## config.mk

```make
export PLATFORM = sky130hd
export DESIGN_NAME = uart_cmd_rx
export DESIGN_NICKNAME = d
export VERILOG_FILES = /design/src/rtl/uart_cmd_rx.sv
export SDC_FILE = /design/constraint.sdc
export NUM_CORES = 1
export LEC_CHECK = 0
export ABC_AREA = 1
export ABC_CLOCK_PERIOD_IN_PS = 3700
export CAP_MARGIN = 5
export CORE_ASPECT_RATIO = 1.1
export CORE_MARGIN = 2
export CORE_UTILIZATION = 55
export CTS_CLUSTER_SIZE = 30
export DETAILED_ROUTE_END_ITERATION = 12
export MAX_ROUTING_LAYER = met4
export PLACE_DENSITY = 0.76
export SLEW_MARGIN = 25
export SYNTH_ARGS = -nofsm -noshare
export SYNTH_HDL_FRONTEND = slang
export SYNTH_SLANG_ARGS = --single-unit
```

## constraint.sdc

```tcl
create_clock -name clk -period 3.7 [get_ports clk]
set_input_delay 0.74 -clock clk [delete_from_list [all_inputs] [get_ports clk]]
set_output_delay 0.74 -clock clk [all_outputs]
set_load 0.01 [all_outputs]
```

## src/rtl/uart_cmd_rx.sv

```systemverilog
// uart_cmd_rx: 8N1 UART receiver plus framed-command parser for the scope capture configuration.
// Latency: rx_byte_valid at the stop-bit sample point; config update and cmd_ok 1 clk after the last byte.
// Backpressure: none; the serial line cannot be stalled, so every byte is consumed as it arrives.
//
// Optional build macro: CMD_CHECKSUM_EN
//   defined     -> 4-byte frame SYNC,CMD,DATA,SUM with SUM = (CMD+DATA) mod 256
//   not defined -> 3-byte frame SYNC,CMD,DATA
//
// Ports:
//   clk, rst                   system clock (27 MHz) and asynchronous active-high reset
//   uart_rx                    serial input, idle high, asynchronous to clk
//   rx_byte / rx_byte_valid    last good byte and its 1-clk strobe
//   frame_err                  1-clk pulse when the stop bit samples low
//   cfg_rate, cfg_trig_level   8-bit capture settings
//   cfg_run, cfg_trig_edge     run enable and trigger edge (0 rising, 1 falling)
//   arm_pulse                  1-clk arm strobe, coincident with cmd_ok
//   cmd_ok / cmd_err           1-clk command applied / command rejected or timed out
module uart_cmd_rx #(
  parameter int         DELAY_FRAMES = 234,
  parameter int         TIMEOUT_CLKS = 270000,
  parameter logic [7:0] SYNC_BYTE    = 8'hA5
) (
  input  logic       clk,
  input  logic       rst,
  input  logic       uart_rx,
  output logic [7:0] rx_byte,
  output logic       rx_byte_valid,
  output logic       frame_err,
  output logic [7:0] cfg_rate,
  output logic [7:0] cfg_trig_level,
  output logic       cfg_run,
  output logic       cfg_trig_edge,
  output logic       arm_pulse,
  output logic       cmd_ok,
  output logic       cmd_err
);

  localparam int CW = $clog2(DELAY_FRAMES);
  localparam int TW = $clog2(TIMEOUT_CLKS);
  localparam logic [CW-1:0] BIT_LAST  = CW'(DELAY_FRAMES - 1);
  localparam logic [CW-1:0] HALF_LAST = CW'(DELAY_FRAMES / 2 - 1);
  localparam logic [TW-1:0] TO_LAST   = TW'(TIMEOUT_CLKS - 1);

  localparam logic [1:0] RX_IDLE  = 2'd0;
  localparam logic [1:0] RX_START = 2'd1;
  localparam logic [1:0] RX_DATA  = 2'd2;
  localparam logic [1:0] RX_STOP  = 2'd3;

  localparam logic [1:0] P_SYNC = 2'd0;
  localparam logic [1:0] P_CMD  = 2'd1;
  localparam logic [1:0] P_DATA = 2'd2;
`ifdef CMD_CHECKSUM_EN
  localparam logic [1:0] P_SUM  = 2'd3;
`endif

  // ---------------- UART receiver ----------------
  logic          r_rx_s1;
  logic          r_rx_s2;
  logic          r_rx_prev;
  logic [1:0]    r_rx_state;
  logic [CW-1:0] r_clk_cnt;
  logic [2:0]    r_bit_idx;
  logic [7:0]    r_shift;

  always_ff @(posedge clk or posedge rst) begin
    if (rst) begin
      r_rx_s1       <= 1'b1;
      r_rx_s2       <= 1'b1;
      r_rx_prev     <= 1'b1;
      r_rx_state    <= RX_IDLE;
      r_clk_cnt     <= '0;
      r_bit_idx     <= '0;
      r_shift       <= '0;
      rx_byte       <= '0;
      rx_byte_valid <= 1'b0;
      frame_err     <= 1'b0;
    end else begin
      r_rx_s1       <= uart_rx;
      r_rx_s2       <= r_rx_s1;
      r_rx_prev     <= r_rx_s2;
      rx_byte_valid <= 1'b0;
      frame_err     <= 1'b0;
      case (r_rx_state)
        RX_IDLE: begin
          r_clk_cnt <= '0;
          r_bit_idx <= '0;
          // Edge-triggered start: a line stuck low has prev=0 and cannot retrigger.
          if (r_rx_prev && !r_rx_s2) r_rx_state <= RX_START;
        end
        RX_START: begin
          if (r_clk_cnt == HALF_LAST) begin
            // Mid start bit: high again means it was a glitch.
            r_clk_cnt  <= '0;
            r_rx_state <= r_rx_s2 ? RX_IDLE : RX_DATA;
          end else begin
            r_clk_cnt <= r_clk_cnt + 1'b1;
          end
        end
        RX_DATA: begin
          if (r_clk_cnt == BIT_LAST) begin
            r_clk_cnt <= '0;
            r_shift   <= {r_rx_s2, r_shift[7:1]};
            r_bit_idx <= r_bit_idx + 1'b1;
            if (r_bit_idx == 3'd7) r_rx_state <= RX_STOP;
          end else begin
            r_clk_cnt <= r_clk_cnt + 1'b1;
          end
        end
        RX_STOP: begin
          if (r_clk_cnt == BIT_LAST) begin
            r_clk_cnt  <= '0;
            r_rx_state <= RX_IDLE;
            if (r_rx_s2) begin
              rx_byte       <= r_shift;
              rx_byte_valid <= 1'b1;
            end else begin
              frame_err <= 1'b1;
            end
          end else begin
            r_clk_cnt <= r_clk_cnt + 1'b1;
          end
        end
        default: r_rx_state <= RX_IDLE;
      endcase
    end
  end

  // ---------------- Command parser ----------------
  logic [1:0]    r_p_state;
  logic [7:0]    r_cmd;
  logic [TW-1:0] r_to_cnt;
`ifdef CMD_CHECKSUM_EN
  logic [7:0]    r_data;
  logic [7:0]    w_sum;
  assign w_sum = r_cmd + r_data;
`endif

  logic       w_final;
  logic       w_sum_bad;
  logic       w_known;
  logic [7:0] w_exec_data;

  // w_final marks the byte that completes a frame; execution lands on the next edge.
  always_comb begin
    w_final     = 1'b0;
    w_sum_bad   = 1'b0;
    w_exec_data = rx_byte;
`ifdef CMD_CHECKSUM_EN
    w_final     = rx_byte_valid && (r_p_state == P_SUM);
    w_sum_bad   = (rx_byte != w_sum);
    w_exec_data = r_data;
`else
    w_final     = rx_byte_valid && (r_p_state == P_DATA);
`endif
  end

  assign w_known = (r_cmd == 8'h01) || (r_cmd == 8'h02) || (r_cmd == 8'h03) || (r_cmd == 8'h04);

  always_ff @(posedge clk or posedge rst) begin
    if (rst) begin
      r_p_state      <= P_SYNC;
      r_cmd          <= '0;
`ifdef CMD_CHECKSUM_EN
      r_data         <= '0;
`endif
      r_to_cnt       <= '0;
      cfg_rate       <= 8'h64;
      cfg_trig_level <= 8'h80;
      cfg_run        <= 1'b0;
      cfg_trig_edge  <= 1'b0;
      arm_pulse      <= 1'b0;
      cmd_ok         <= 1'b0;
      cmd_err        <= 1'b0;
    end else begin
      arm_pulse <= 1'b0;
      cmd_ok    <= 1'b0;
      cmd_err   <= 1'b0;

      // A byte beats a coincident timeout; frame_err aborts silently.
      if (rx_byte_valid) begin
        r_to_cnt <= '0;
        case (r_p_state)
          P_SYNC: if (rx_byte == SYNC_BYTE) r_p_state <= P_CMD;
          P_CMD: begin
            r_cmd     <= rx_byte;
            r_p_state <= P_DATA;
          end
`ifdef CMD_CHECKSUM_EN
          P_DATA: begin
            r_data    <= rx_byte;
            r_p_state <= P_SUM;
          end
`endif
          default: r_p_state <= P_SYNC;
        endcase
      end else if (frame_err) begin
        r_to_cnt  <= '0;
        r_p_state <= P_SYNC;
      end else if (r_p_state != P_SYNC) begin
        if (r_to_cnt == TO_LAST) begin
          r_to_cnt  <= '0;
          r_p_state <= P_SYNC;
          cmd_err   <= 1'b1;
        end else begin
          r_to_cnt <= r_to_cnt + 1'b1;
        end
      end else begin
        r_to_cnt <= '0;
      end

      if (w_final) begin
        if (w_sum_bad || !w_known) begin
          cmd_err <= 1'b1;
        end else begin
          cmd_ok <= 1'b1;
          case (r_cmd)
            8'h01: cfg_rate       <= w_exec_data;
            8'h02: cfg_trig_level <= w_exec_data;
            8'h03: begin
              cfg_run       <= w_exec_data[0];
              cfg_trig_edge <= w_exec_data[1];
            end
            default: arm_pulse <= 1'b1;
          endcase
        end
      end
    end
  end

endmodule

```

==> impl_metrics.csv <==
group,metric,value,unit
die,dieWidth,84.5,um
cells_and_area,multi_input_area,1530,um^2
worst_setup_path,cp-end-kind,"output port",
global_route,grt_pass1_vias,2942,
timing,fmax,461,MHz
die,core_area,6970,um^2
worst_setup_path,cp_cell_sequence,"clkdlybuf4s50_1",
cells_and_area,nets,492,
synth,yosys_warnings,0,
power_and_ir_drop,peakVddDrop,337,uV
clock_network,htree_levels,3,
clock_network,ctsResizeCount,0,
place,dp.cells,557,
die,die_y,92.5,um
worst_setup_path,critPathMaxStageDelay,550,ps
clock_network,clockBufferDepth,2,
timing,hold_ws,359,ps
worst_setup_path,crit_buf_inv,1,
synth,avgSynthCellArea,8.79,um^2
routing,drcViolationCount,0,
die,num_io_pins,34,
clock_network,tritoncts,"done",
place,hpwl,5.35,mm
global_route,grt_max_degree,75,
timing,finalCritPeriodShare,58.6,%
timing,slew_violations,0,
worst_hold_path,hold_class,"reg -> reg",
worst_setup_path,required,2960,ps
synth,yosysSeqAreaShare,53.8,%
synth,ys.flop_type,"dfrtp_1",
cells_and_area,nFillCells,604,
place,place_area,4310,um^2
synth,synth_edf_count,0,
timing,maxSlewHeadroom,57.8,%
die,dieArea,7820,um^2
power_and_ir_drop,leakage,1.95,nW
clock_network,clock_latency,350,ps
synth,synth_cells,446,
timing,setup_tns,0,ps
synth,synthesis.nets,455,
routing,drt_first_pass_iters,5,
timing,finalCriticalPeriod,2170,ps
clock_network,cts_setup_buffers,0,
timing,setup_slack,1530,ps
cells_and_area,layout-area-overhead-vs-synth,15.2,%
place,numPortBuffers,33,
cells_and_area,antenna_cells,0,
timing,setup_viol,0,
routing,routed_via_density,5.17,
global_route,antenna_found_initial,0,
worst_setup_path,worstSetupPathType,"reg -> out",
synth,syn_area,3920,um^2
synth,synth_cell_types,32,
status,status,"finished clean",
clock_network,clk_pin_slew,90,ps
place,post-place-ws,1920,ps
global_route,grt_pass1_wl,13.1,mm
die,start_util,56.3,%
cells_and_area,fin_cells,573,
clock_network,root_buffer,"clkbuf_8",
worst_setup_path,path_delay_family,"flip-flops",
worst_setup_path,startpoint_type,"flip-flop",
cells_and_area,final_cell_mix,"nand2_1, dfrtp_1, nor2_1, inv_1, clkdlybuf4s50_1",
routing,dr_total_vias,2964,
clock_network,cts_hold_buf,0,
routing,final_antenna_net_count,0,
die,num_rows,32,
cells_and_area,drive_gt1_share,12.1,%
clock_network,cts_sinks,84,
place,globalplace.congestion,0.891,
routing,wl_per_cell,13.0,um
synth,async_flop_share,100,%
global_route,grt_use_total,21.7,%
routing,first_iter_violations,203,
timing,fin_worst_skew,9.97,ps
global_route,grt_overflow,0,
synth,ys_seq_elements,84,
flow_run,maxCapViolations,0,
clock_network,cts_buffers,9,
cells_and_area,design_area,4510,um^2
power_and_ir_drop,pwr_density_cell,402,nW/um^2
timing,rsz0062_at_grt,"false",
cells_and_area,ff_latch_area,2110,um^2
cells_and_area,layout_commonest_cell,"nand2_1",
worst_setup_path,crit_fanout,2,
worst_setup_path,arrival,1430,ps
timing,finalHoldViolCount,0,
worst_setup_path,slowest_stage,"dfstp_2",
timing,tightest_slew,632,ps
routing,routed_wl,7.48,mm
routing by layer:
layer  share of wire [%]  track usage [%]  vias up
li1                    -                -     1502
met1                  46             28.0     1414
met2                  49             34.3       36
met3                 2.6             3.65       12
met4                 1.8             9.13        0
met5                   0                -        -
cells in the mapped netlist, drive strengths merged, types with 2 or more instances:
cell | instances | share of area [%]
a21oi | 7 | 0.89
nor4 | 4 | 0.64
ha | 6 | 1.9
o21ai | 49 | 8.6
inv | 57 | 5.5
xor2 | 8 | 1.8
nor3 | 18 | 3.0
nand3 | 19 | 2.9
dfrtp | 77 | 49
nand4 | 9 | 1.4
nand2 | 110 | 11
nor2 | 60 | 6.0
dfstp | 7 | 4.7
buf | 7 | 1.6
a31oi | 2 | 0.32
flip-flops by register name (all words and copies together), names as in the netlist, named ones only:
register        count
cmd_ok              1
frame_err           1
rx_byte_valid       1
r_rx_s2             1
cmd_err             1
r_clk_cnt           8
r_p_state           2
cfg_trig_level      8
cfg_rate            8
r_rx_prev           1
r_rx_s1             1
cfg_trig_edge       1
r_cmd               8
r_shift             8
r_to_cnt           19
rx_byte             8
r_bit_idx           3
arm_pulse           1
r_rx_state          1
cfg_run             1
worst reg2reg max path: stages (launching register included):
cell	delay (ps)
dfrtp_1	400
inv_1	80
ha_1	140
nand2_1	50
nor2_1	120
nand2_1	130
inv_2	120
nand2_1	350
nand2_1	180
o21ai_1	80
area by class of cell:
class / count / share of cell area, %
inverters: 57 / 4.77
well taps: 85 / 2.36
flip-flops and latches: 84 / 46.8
repair buffers: 34 / 7.76
clock buffers: 11 / 3.13
clock inverters: 5 / 1.36
multi-input cells: 297 / 33.9
logic make-up after synthesis:
kind of cell	synth area share, %
xor gates and xnor gates	2.01
adders and majority gates	1.92
DFF	53.8
buffers and inverters	7.15
and+or+nand+nor	24.6
AOI/OAI and AO/OA	10.5
power breakdown:
part           total (mW)  internal (mW)  switching [mW]
logic               0.173         0.0571           0.116
clock network       0.660          0.331           0.329
registers           0.982          0.948          0.0346
final timing paths:
| path | start | endpoint | slack (ps) | cells past startpoint |
|---|---|---|---|---|
| hold / removal | r_rx_s1 | r_rx_s2 | 360 | 0 |
| max in group asynchronous | rst | cfg_rate[2] | 2430 | 3 |
| setup reg to reg | r_clk_cnt[1] | r_shift[5] | 1930 | 9 |
| setup / recovery | cfg_trig_level[7] | cfg_trig_level[7] | 1530 | 1 |
| min in group asynchronous | rst | r_bit_idx[1] | 610 | 2 |
| hold reg to reg | r_rx_s1 | r_rx_s2 | 360 | 0 |
metrics by stage:
step / utilization [%] / power, mW
floorplan: - / 1.13
global placement: 61.9 / 1.17
detailed placement: 61.9 / 1.18
CTS: 64.8 / 1.84
global route: 64.8 / 1.90
finish: 64.8 / 1.82
Note: power is estimated with default switching activity, not from simulation.
==> RTL change 1: new RTL, config.mk and constraints unchanged <==
The option `CMD_CHECKSUM_EN` is turned on by a define.
--- a/src/rtl/uart_cmd_rx.sv
+++ b/src/rtl/uart_cmd_rx.sv
@@ -17,2 +17,4 @@
 //   cmd_ok / cmd_err           1-clk command applied / command rejected or timed out
+`define CMD_CHECKSUM_EN
+
 module uart_cmd_rx #(
Check against the original RTL: same outputs for any inputs over 10 cycles, from zero or initial values and one cycle with rst high; that may be too few to reach the edited logic, so the function may still have changed.
==> RTL change 1 against the original RTL <==
Wire length grew 31%; sequential cell count grew 8; final area grew 20%; area after synthesis grew 21%; clock skew shrank 0.0011 ns; critical path depth grew 11; total power grew 8.7%; non-clock buffer count is the same; setup slack lost 0.51 ns; maximum frequency shrank 19%; first-iteration DRC count grew 9.4%; critical path type is now register to register; die area grew 20%; global-route usage grew 1.5 points.
==> RTL change 1: results <==
[status]
status = finished, final reports clean

[setup_path]
worstSetupStartpoint = r_cmd[0]
crit_slowest_cell = nor2_2
crit_arrival_ns = 2.98
max_stage_delay_ns = 0.60
path_max_fanout = 20
rrSetupSlack_ns = 1.02
critical_path_class = register to register
r2r_end = cfg_rate[2]
ff2ff_path_depth = 12

[worst_hold_path]
min_path_type = register to register
holdPathStages = 0

[routing]
routed_wl_mm = 9.80
wl_met2_mm = 4.83
viasPerCell = 5.26
dr.first_iter.drc_count = 222
dr.pass1.iters = 4
drt-met1-wl_mm = 4.40
met3_length_um = 331

[placement]
dp_hpwl_mm = 7.02
place.gp.congestion = 0.854
dp.cells = 718

[global_route]
grt_pass1_wl_mm = 16.8
grt_pass1_vias = 3678
grt_max_degree = 50
grt.total_usage = 0.232

[timing]
skew_ns = 0.00889
relSlewSlack = 0.482

[logic_synthesis]
syn_nets = 604
ys_seq_area_frac = 0.486
ys_top_cells_by_count = nand2_1, dfrtp_1, inv_1
netlist_instances = 583
ys_types = 35
netlist_top_cells_area = dfrtp_1, nand2_1, inv_1

[cells_and_area]
fill_cells = 711
nNetsFinal = 639
layout-drive-gt1-share = 0.0787
sh_seq_area = 0.427
inv_count = 78
clk_share = 0.0416
nMultiInputCombCells = 403
multi_input_area_um2 = 2090
final_cells = 734
clockBufferCount = 10
nonClkBufAreaFrac = 0.0647

[cts]
cts.sinks = 92

[power]
peakVddDrop_v = 0.000333
leakage_nw = 2.56
p_seq_frac = 0.538
internal_power_mw = 1.48
p_clk_frac = 0.384
-- RTL change 1: how the worst min path moves through the flow --
stage / slack, ns / from / to
floorplan: 0.35 / r_rx_s1 / r_rx_s2
finish: 0.36 / r_rx_s1 / r_rx_s2
detailed placement: 0.35 / r_rx_s1 / r_rx_s2
global placement: 0.35 / r_rx_s1 / r_rx_s2
global route: 0.37 / r_rx_s1 / r_rx_s2
CTS: 0.36 / r_rx_s1 / r_rx_s2
-- RTL change 1: logic make-up (layout without fill, tap and decap cells) --
| group | Yosys count | count (layout) | share of synthesized area |
|---|---|---|---|
| fa+ha+maj | 18 | 18 | 0.0489 |
| simple gates | 314 | 314 | 0.307 |
| xor+xnor | 11 | 11 | 0.0203 |
| buf+inv | 88 | 128 | 0.0737 |
| compound gates | 60 | 60 | 0.0637 |
| flops | 92 | 92 | 0.486 |
-- RTL change 1: worst max-delay path, delay by kind of cell, from the launching register on --
family | cells | cell delay [ns]
simple gates | 9 | 1.38
buf+inv | 1 | 0.05
flops | 1 | 0.44
fa+ha+maj | 2 | 0.75
-- RTL change 1: through the flow --
stage / power (mW) / hold WS (ns) / instance area (um2) / util / setup slack, ns
2_1_floorplan: 1.19 / 0.345 / 4750 / - / 0.580
3_3_place_gp: 1.22 / 0.347 / 5190 / 0.617 / 1.15
3_5_place_dp: 1.23 / 0.349 / 5190 / 0.617 / 1.04
4_1_cts: 1.99 / 0.361 / 5410 / 0.644 / 1.00
5_1_grt: 2.06 / 0.368 / 5410 / 0.644 / 0.745
6_report: 1.97 / 0.360 / 5410 / 0.644 / 1.02
-- RTL change 1: metal layers --
metal | up-vias | track usage
li1 | 1946 | -
met1 | 1822 | 0.294
met2 | 75 | 0.381
met3 | 17 | 0.0394
met4 | 0 | 0.0826
met5 | - | -
==> RTL change 2: new RTL, config.mk and constraints unchanged <==
Without the edit above. Make the reset (`rst`) synchronous in 2 clocked blocks. Comments in the files are not updated.
--- a/src/rtl/uart_cmd_rx.sv
+++ b/src/rtl/uart_cmd_rx.sv
@@ -64,3 +64,3 @@
 
-  always_ff @(posedge clk or posedge rst) begin
+  always_ff @(posedge clk) begin
     if (rst) begin
@@ -158,3 +158,3 @@
 
-  always_ff @(posedge clk or posedge rst) begin
+  always_ff @(posedge clk) begin
     if (rst) begin
Behaviour: no difference found for any inputs over 10 cycles, from zero or initial values and one cycle with rst high; that may be too few to reach the edited logic, so the function may still have changed.
==> RTL change 2 against the original RTL <==
Sequential cell count stayed put; clock skew hardly changed; wire length is 4.7% lower; setup slack worse by 0.024 ns; area after synthesis is 7.0% lower; first-iteration DRC count is 49% lower; largest cell class unchanged; final area is 6.1% lower.
Power is not compared: it rests on default switching activity, and its combinational part moved more than twofold at a synthesized area within 25%.
==> RTL change 2: results <==
[logic_synthesis]
ys_top_cells_by_count = nand2_1, dfxtp_1, nor2_1
ys_seq_area_frac = 0.461
async_reset_ff_frac = 0
netlist_top_cells_area = dfxtp_1, nand2_1, nor2_1
syn_area_per_cell_um2 = 7.35
syn_nets = 505
ys_types = 34

[global_route]
grt_pass1_vias = 2767
grt_pass1_wl_mm = 12.0
grt_max_degree = 38
grt.total_usage = 0.217

[placement]
place.gp.congestion = 0.850
dp_hpwl_mm = 5.10
dp.cells = 601

[setup_path]
rrSetupSlack_ns = 1.80
ff2ff_path_depth = 7
worstSetupStartpoint = rx_byte[0]
rr_startpoint = r_clk_cnt[0]
path_max_fanout = 7
crit_slowest_cell = clkdlybuf4s50_1
endpoint = rx_byte[0]
r2r_end = r_shift[3]
crit_arrival_ns = 1.45
cp_top_family = buffers and inverters
max_stage_delay_ns = 0.60

[cts]
cts_root_buf = clkbuf_8
clk_pin_slew_ns = 0.09

[routing]
dr.first_iter.drc_count = 103
viasPerCell = 5.08
routed_wl_mm = 7.13
wire_per_inst_um = 11.6

[cells_and_area]
diodes = 0
fill_cells = 550
nNetsFinal = 539

[status]
status = finished, final reports clean

[job]
drv_cap = 0

[timing]
relSlewSlack = 0.445
skew_ns = 0.00989

[power]
sw_frac_of_total = 0.228
## RTL change 2: power by group through the flow
stage	combinational, mW	clock [mW]	sequential, mW
final	0.0416	0.673	0.912
after global routing	0.0475	0.720	0.913
after CTS	0.0417	0.690	0.912
after detailed placement	0.0415	0	0.933
after global placement	0.0404	0	0.933
after floorplan	0.0326	0	0.931
## RTL change 2: how the worst min path moves through the flow
stage	startpoint	endpoint	slack (ns)	depth (start not counted)
after global routing	r_rx_s1	r_rx_s2	0.43	1
after detailed placement	r_rx_s1	r_rx_s2	0.39	1
after CTS	r_rx_s1	r_rx_s2	0.41	1
final	r_rx_s1	r_rx_s2	0.41	1
after global placement	r_rx_s1	r_rx_s2	0.40	1
after floorplan	r_rx_s1	r_rx_s2	0.39	1
## RTL change 2: routing by layer
| layer | part of all wire | vias to the layer above | track usage | wire [um] |
|---|---|---|---|---|
| met1 | 0.48 | 1451 | 0.266 | 3410 |
| met4 | 0.015 | 0 | 0.100 | 105 |
| met2 | 0.47 | 43 | 0.352 | 3380 |
| met5 | 0 | - | - | 0 |
| met3 | 0.032 | 10 | 0.0343 | 225 |
| li1 | - | 1632 | - | - |
## RTL change 2: cell families after synthesis
logic type	share of synthesized area
AOI/OAI and AO/OA	0.103
xor gates and xnor gates	0.0264
adders and majority gates	0.0206
buffers and inverters	0.0927
DFF	0.461
and+or+nand+nor	0.296
## RTL change 2: area by class of cell
cell class	count	area, um2	share of cell area
inverter	73	274	0.0647
tap	82	103	0.0242
timing repair buffer	35	345	0.0815
clock buffer	10	138	0.0325
clock inverter	6	71.3	0.0168
sequential	84	1680	0.397
multi-input combinational	327	1630	0.384
## RTL change 2: through the flow
| stage | hold slack [ns] | setup WS, ns | instance area (um2) | utilization |
|---|---|---|---|---|
| after global routing | 0.433 | 1.44 | 4240 | 0.650 |
| final | 0.413 | 1.51 | 4240 | 0.650 |
| after global placement | 0.396 | 1.46 | 4030 | 0.618 |
| after detailed placement | 0.393 | 1.44 | 4030 | 0.618 |
| after CTS | 0.415 | 1.48 | 4240 | 0.650 |
| after floorplan | 0.389 | 2.16 | 3640 | - |
